File: src/rtl/p_if.sv
// Byte-serial instruction fetch: assembles 32-bit little-endian words from an
// 8-bit memory port. Define IF_ICACHE_EN to add a direct-mapped word cache.
module p_if #(
  parameter logic [31:0] RESET_PC     = 32'h0,
  parameter int          ICACHE_LINES = 16
) (
  input  logic        clk_in,
  input  logic        rst_in,
  input  logic        stall_in,
  input  logic        jump_in,
  input  logic [31:0] jump_addr_in,
  output logic        mem_req_out,
  output logic [31:0] mem_addr_out,
  input  logic        mem_valid_in,
  input  logic [7:0]  mem_data_in,
  output logic        inst_valid_out,
  output logic [31:0] inst_out,
  output logic [31:0] inst_pc_out
);

  typedef enum logic {S_FETCH, S_HOLD} state_t;

  state_t      r_state, w_state_nxt;
  logic [31:0] r_pc;
  logic [1:0]  r_k;
  logic [31:0] r_word;
  logic        r_idle;
  logic        r_vld;
  logic [31:0] r_inst;
  logic [31:0] r_ipc;

  logic        w_req, w_acc, w_done, w_free, w_hit, w_fill, w_pres;
  logic [31:0] w_full, w_pword, w_cword;

  assign w_free = !r_vld || !stall_in;
  // A cache hit at k=0 replaces the whole four-byte memory sequence.
  assign w_req  = (r_state == S_FETCH) && !r_idle && !w_hit;
  assign w_acc  = mem_req_out && mem_valid_in;
  assign w_done = w_acc && (r_k == 2'd3);
  assign w_full = {mem_data_in, r_word[23:0]};
  assign w_fill = rst_in && !jump_in && w_done;

  assign mem_req_out    = rst_in && w_req;
  assign mem_addr_out   = rst_in ? (r_pc + {30'b0, r_k}) : 32'h0;
  assign inst_valid_out = r_vld;
  assign inst_out       = r_inst;
  assign inst_pc_out    = r_ipc;

`ifdef IF_ICACHE_EN
  localparam int IDX_W = $clog2(ICACHE_LINES);
  localparam int TAG_W = 30 - IDX_W;

  logic [ICACHE_LINES-1:0] r_cv;
  logic [TAG_W-1:0]        r_ctag [ICACHE_LINES];
  logic [31:0]             r_cdat [ICACHE_LINES];
  logic [IDX_W-1:0]        w_idx;

  assign w_idx   = r_pc[IDX_W+1:2];
  assign w_hit   = (r_state == S_FETCH) && !r_idle && (r_k == 2'd0) &&
                   r_cv[w_idx] && (r_ctag[w_idx] == r_pc[31:IDX_W+2]);
  assign w_cword = r_cdat[w_idx];

  always_ff @(posedge clk_in) begin
    if (!rst_in)     r_cv <= '0;
    else if (w_fill) r_cv[w_idx] <= 1'b1;
  end

  always_ff @(posedge clk_in) begin
    if (w_fill) begin
      r_ctag[w_idx] <= r_pc[31:IDX_W+2];
      r_cdat[w_idx] <= w_full;
    end
  end
`else
  assign w_hit   = 1'b0;
  assign w_cword = 32'h0;
`endif

  always_ff @(posedge clk_in) begin
    if (!rst_in) r_state <= S_FETCH;
    else         r_state <= w_state_nxt;
  end

  always_comb begin
    w_state_nxt = r_state;
    w_pres      = 1'b0;
    w_pword     = r_word;
    if (jump_in) begin
      w_state_nxt = S_FETCH;
    end else begin
      case (r_state)
        S_FETCH: begin
          if (w_done) begin
            if (w_free) begin
              w_pres  = 1'b1;
              w_pword = w_full;
            end else begin
              w_state_nxt = S_HOLD;
            end
          end else if (w_hit && w_free) begin
            w_pres  = 1'b1;
            w_pword = w_cword;
          end
        end
        S_HOLD: begin
          if (w_free) begin
            w_pres      = 1'b1;
            w_state_nxt = S_FETCH;
          end
        end
        default: w_state_nxt = S_FETCH;
      endcase
    end
  end

  always_ff @(posedge clk_in) begin
    if (!rst_in) begin
      r_pc   <= RESET_PC;
      r_k    <= 2'd0;
      r_word <= 32'h0;
      r_idle <= 1'b0;
      r_vld  <= 1'b0;
      r_inst <= 32'h0;
      r_ipc  <= 32'h0;
    end else begin
      // The cycle after a redirect issues no request.
      r_idle <= jump_in;
      if (jump_in) begin
        r_pc  <= jump_addr_in;
        r_k   <= 2'd0;
        r_vld <= 1'b0;
      end else begin
        if (w_acc) begin
          r_word[{r_k, 3'b000} +: 8] <= mem_data_in;
          r_k <= r_k + 2'd1;
        end
        if (w_pres) begin
          r_vld  <= 1'b1;
          r_inst <= w_pword;
          r_ipc  <= r_pc;
          r_pc   <= r_pc + 32'd4;
        end else if (w_free) begin
          r_vld <= 1'b0;
        end
      end
    end
  end

endmodule

File: config.mk
export PLATFORM = sky130hd
export DESIGN_NAME = p_if
export DESIGN_NICKNAME = d
export VERILOG_FILES = /design/src/rtl/p_if.sv
export SDC_FILE = /design/constraint.sdc
export NUM_CORES = 1
export LEC_CHECK = 0
export CAP_MARGIN = 15
export CORE_UTILIZATION = 35
export CTS_BUF_LIST = sky130_fd_sc_hd__clkbuf_4
export DETAILED_ROUTE_END_ITERATION = 6
export GPL_TIMING_DRIVEN = 0
export PLACE_DENSITY = 0.66
export SKIP_LAST_GASP = 1
export SLEW_MARGIN = 40
export SYNTH_ARGS = -nofsm -noshare
export SYNTH_HDL_FRONTEND = slang
export SYNTH_SLANG_ARGS = --single-unit
File: constraint.sdc
create_clock -name clk_in -period 1.8 [get_ports clk_in]
set_input_delay 0.18 -clock clk_in [delete_from_list [all_inputs] [get_ports clk_in]]
set_output_delay 0.18 -clock clk_in [all_outputs]
set_load 0.03 [all_outputs]
Word level (Yosys, flattened, before mapping)
Index checks and enable logic that the tools add are counted.
{ "op_classes": {"n_eq_ne": 1, "bitwise_logic": 3, "n_mux": 16, "reduce_logical": 13, "shift": 2, "add_sub_neg": 4, "div": 0, "n_mul": 0, "magnitude_cmp": 0} }
{ "op_table": {"columns": ["operator", "n"], "rows": [
  ["$mux W32", 6],
  ["$add A32 B2 Y32", 1],
  ["$add A32 B3 Y32 const B", 1],
  ["$bwmux W32", 1],
  ["$shift A8 B7 Y32 const A", 1],
  ["$shiftx A8 B7 Y32", 1],
  ["$mux W1", 7],
  ["$neg A5 Y7", 1],
  ["$logic_and A1 B1 Y1", 4],
  ["$pmux W1 S2", 2],
  ["$reduce_and A2 Y1", 2],
  ["$reduce_bool A2 Y1", 2],
  ["$logic_not A1 Y1", 3],
  ["$not A1 Y1", 3],
  ["$add A2 B1 Y2 const B", 1],
  ["$eq A2 B2 Y1 const B", 1],
  ["$reduce_or A2 Y1", 1],
  ["$logic_or A1 B1 Y1", 1]
]} }
{ "word_totals": {"regBits": 133, "wordCells": 47, "mem_bits_rw": 0, "latchBits": 0, "mem_bits_ro": 0, "input_bits": 45, "out_inout_bits": 98, "n_memories": 0} }

Depth between registers and ports, before layout
{ "depth": {"word_depth": 10, "mapped_depth": 8, "mapped_depth_nobuf": 7} }

Least setup slack after synthesis
OpenSTA, ideal clock, no wires.
{ "synth_timing": {"path_type": "register to output", "startpoint": "reg r_k[0]", "endpoint": "out mem_addr_out[30]", "t_required_ns": 1.620, "arrival_time_ns": 2.097, "stages_incl_launch_ff": 9, "path_buffers": 1, "path_slack_ns": -0.477, "path_cell_list": "dfxtp_1 -> ha_1 -> fa_1 -> inv_1 -> nor3_1 -> buf_2 -> nand4_1 -> xor2_1 -> nor2_1"} }
{ "synth_between": {"elab_chain_cells": 2} }
{ "synth_rtl": {"columns": ["item", "line", "rtl"], "rows": [
  ["start, declared", "25", "logic [1:0] r_k;"],
  ["start signal, assigned", "135", "r_k <= r_k + 2'd1;"],
  ["$add A32 B2 Y32", "44", "assign mem_addr_out = rst_in ? (r_pc + {30'b0, r_k}) : 32'h0;"],
  ["$mux W32", "44", null],
  ["end, declared", "13", "output logic [31:0] mem_addr_out,"]
]} }
Every way passes these cells.

Worst setup path after layout
{ "layout_timing": {"startpoint": "reg r_pc[17]", "endpoint": "out mem_addr_out[29]"} }
{ "layout_between": {"elab_chain_cells": 2} }
{ "layout_rtl": {"columns": ["item", "line", "rtl"], "rows": [
  ["start, declared", "24", "logic [31:0] r_pc;"],
  ["start signal, assigned", "129", "r_pc <= jump_addr_in;"],
  ["start signal, assigned", "141", "r_pc <= r_pc + 32'd4;"],
  ["$add A32 B2 Y32", "44", null],
  ["$mux W32", "44", null]
]} }
Every way passes these cells.

==> results.txt <==
The measured slew at the worst slew-check pin is 0.854 ns. Headroom to the max-slew limit came out at 43.1%. The sequential cells in the finished layout cover a total of 2710 um2. The most numerous cell type found on the critical path is sky130_fd_sc_hd__buf_6. STA classifies the critical path startpoint as a flop. The count of standard-cell rows came out at 48. In the post-route analysis, the smallest setup slack over all paths is -0.797 ns. In this run, the number of DRC markers left after iteration 0 of detailed routing was 697. The floorplan die area came out at 18600 um2.

The slowest stage of the critical path is the sky130_fd_sc_hd__dfxtp_2 cell. The number of flops mapped to enable cells by yosys came out at 0. After filler insertion, the fill cell instance count of the layout stands at 1276. The power per cell area is 548 nW/um2.

For this run, the number of Yosys warnings is 0. The clock passes through at most 2 buffers. Buffers inserted during clock tree synthesis total 17. The residual antenna-violating net count after detailed routing came out at 0. Setup violations remaining at the end of the flow were counted as 157. The routed length per placed instance came out at 20.7 um.

The number of H-tree levels came out at 4. Following the worst setup path forward leads to its endpoint at mem_addr_out[29]. In the synthesized netlist the dominant register cell turns out to be sky130_fd_sc_hd__dfxtp_1. The iteration count of the initial detailed-routing pass came out at 5. The library cell used most frequently in the layout, excluding fill and tap cells, is sky130_fd_sc_hd__nand2_1. After synthesis the cells add up to 6320 um2.

The port buffer count is 140. The post-detailed-routing wire length came out at 26.8 mm. The mean cell area of the mapped netlist is 7.94 um2.

The post-synth net total came out at 850. The worst hold path belongs to the class in -> reg. The signal on the critical path passes through buf_6 -> and4_4 -> nand4_4 -> buf_8 -> buf_4 -> nor3_2 -> xnor2_1 -> nor2_2 -> buf_6. The number of global-route vias before repair is 6412. The highest fanout seen on the critical path came out at 7. The terminus of the critical flop-to-flop path is r_pc[29]. The portion of the post-synthesis area used by sequential elements is 42.1%.

The maximum clock frequency is 385 MHz. In this run the cell area measured after placement is 8180 um2. TritonCTS built the clock tree.

The number of distinct standard cells referenced by the synthesized netlist is 45. STA classifies the critical path endpoint as an output pin. The routed via count divided by cell count is 5.73.

The post-DP HPWL came out at 14.2 mm. The global-route wire length before repair came out at 34.1 mm. The effective utilization at floorplan is 36.1%. The fraction of layout instances using a drive strength above 1 is 44.5%.

The clock tree skew after final layout came out at 0.0214 ns. The global placer's final weighted congestion is 0.818. The number of DRC violations after detailed routing is 0. The floorplan die height came out at 136 um. The final layout net count is 1108. Buffers inserted to repair hold after CTS numbered 0. The post-route clock period utilization came out at 144%. The largest single stage delay on the critical path is 0.36 ns. Across the run, the number of max-cap violations was 0. The initial antenna violation count is 1. Setup repair after global routing could not meet its margin everywhere. The maximum number of pins on one net before global-route repair came out at 17. Summed over all cells, the static leakage comes to 5.06 nW. The via count of the routed design is 7408.

The gate count of the mapped netlist is 796. The minimum clock period came out at 2.60 ns. The finished cells cover 11200 um2. The placeable core area came out at 17500 um2. The checks that failed: negative setup slack. Across all register-to-register paths, the minimum setup slack is -0.42 ns. The I/O pin count is 143. The combined area of the multi-input logic cells is 4690 um2. The clock net sink count came out at 133. The max-slew violation count came out at 0. The number of endpoints with negative hold slack in the final report came to 0. The root buffer cell chosen for the clock tree is sky130_fd_sc_hd__clkbuf_4. The die extent in x is 136 um. The critical path is of the reg -> out type. Global routing consumed, over all layers together, 24.2% of the routing resources.

The worst flop-to-flop path startpoint is r_k[0]. The worst supply voltage drop on vdd came out at 378 uV. The clock edge transition at the registers on the reported setup and hold paths came out at 0.13 ns. Tracing the worst setup path back leads to its startpoint at r_pc[17].

The library cells used most frequently in the layout, excluding fill and tap cells, are sky130_fd_sc_hd__nand2_1 (112), sky130_fd_sc_hd__dfxtp_1 (110), sky130_fd_sc_hd__buf_6 (62), sky130_fd_sc_hd__buf_4 (61), sky130_fd_sc_hd__a21oi_2 (50). The run finished, with violations left. The later-pin clock latency in the skew report came out at 0.59 ns. The layout overhead on the synthesized area is 77.2%. The worst slack after detailed placement came out at -0.914 ns. After global routing the overflow that remains totals 0.

The cell depth of the worst flop-to-flop path came out at 11. The required time of the worst setup path came out at 1.62 ns. For this run, asynchronously set or reset flops after synthesis account for 0%. The data arrival time at the worst-slack endpoint came out at 2.42 ns. After synthesis the netlist holds a flip-flop and latch count of 133.
==> how the worst min path moves through the flow <==
stage                                from          to  slack [ns]  cells past startpoint
final                              rst_in    r_pc[30]        0.14                      3
after global routing               rst_in    r_pc[30]        0.12                      3
after CTS                         jump_in      r_idle        0.05                      2
after detailed placement       r_word[24]  r_word[24]        0.44                      2
after global placement         r_word[29]  r_word[29]        0.44                      2
after floorplan           jump_addr_in[0]     r_pc[0]        0.33                      2
==> layout make-up <==
type / count / share of cell area, %
antenna: 1 / 0.0224
buffer: 57 / 4.83
clock buffer: 19 / 1.27
clock inverter: 13 / 1.40
inverter: 7 / 0.268
multi-input combinational: 594 / 41.9
sequential: 133 / 24.2
tap: 225 / 2.52
timing repair buffer: 244 / 23.6
==> critical path, delay by kind of cell (launching register included) <==
family,cells,cell delay (ns)
AND/OR/NAND/NOR,4,0.65
buffers and inverters,4,0.60
flip-flops,1,0.36
XOR/XNOR,1,0.21
==> synthesized netlist by cell type (5+ instances only) <==
cell type	count	share of area, %
sky130_fd_sc_hd__nand4_1	15	1.5
sky130_fd_sc_hd__nor2_1	37	2.2
sky130_fd_sc_hd__nand3_1	45	3.6
sky130_fd_sc_hd__mux2i_1	10	1.6
sky130_fd_sc_hd__buf_2	24	1.9
sky130_fd_sc_hd__dfxtp_1	133	42
sky130_fd_sc_hd__and2_1	9	0.89
sky130_fd_sc_hd__inv_1	5	0.30
sky130_fd_sc_hd__nand2_1	177	11
sky130_fd_sc_hd__nor4_1	9	0.89
sky130_fd_sc_hd__nor3_1	12	0.95
sky130_fd_sc_hd__xnor2_1	31	4.3
sky130_fd_sc_hd__clkbuf_1	34	2.0
sky130_fd_sc_hd__and3_1	8	0.79
sky130_fd_sc_hd__xor2_1	20	2.8
sky130_fd_sc_hd__a21oi_1	97	7.7
sky130_fd_sc_hd__a21boi_0	31	3.7
sky130_fd_sc_hd__o21ai_0	45	3.6
sky130_fd_sc_hd__ha_1	8	1.6
==> flip-flops by register name, indices dropped and copies added (netlist names) <==
signal	count
inst_out	32
inst_pc_out	32
r_pc	32
r_word	32
r_k	2
inst_valid_out	1
r_idle	1
r_state	1
==> metal layers <==
layer  vias up  global-route usage (%)  wire length (um)
met5         -                       0                 0
met4         0                    13.2              1510
met3       123                    4.25              2070
met2       447                    37.8             12700
met1      3592                    31.5             10600
li1       3246                       -                 -
==> logic make-up (layout without fill, tap and decap cells) <==
family | count (synthesis) | in the layout | share of synthesized area (%)
AOI/OAI and AO/OA | 185 | 185 | 16.3
xor gates and xnor gates | 51 | 51 | 7.07
adders and majority gates | 9 | 9 | 1.90
buffers and inverters | 69 | 340 | 5.07
DFF | 133 | 133 | 42.1
muxes | 10 | 10 | 1.58
other | 0 | 1 | 0
and+or+nand+nor | 339 | 339 | 25.9
==> power breakdown <==
group / leakage [nW] / internal (mW) / total (mW) / switching, mW
sequential: 1.09 / 3.00 / 3.09 / 0.0906
combinational: 3.82 / 0.381 / 0.866 / 0.485
clock: 0.154 / 0.985 / 2.18 / 1.20
==> through the flow <==
stage	instances	TNS (ns)	hold WS [ns]	util [%]	power (mW)
2_1_floorplan	796	-0.0816	0.327	-	3.49
6_report	1293	-54.66	0.139	64.0	6.14
3_3_place_gp	1161	-58.27	0.437	46.7	3.77
4_1_cts	1240	-42.22	0.0496	55.3	5.96
5_1_grt	1293	-63.17	0.124	64.0	6.31
3_5_place_dp	1161	-59.31	0.443	46.8	3.78
==> repair_timing <==
item / CTS / global route
setup buffers: 41 / 49
gates resized for setup: 445 / 299
cloned: 9 / 7
pin swaps: 63 / 129
endpoints found under the setup margin: 185 / 185
Power figures use the tool's default switching activity.
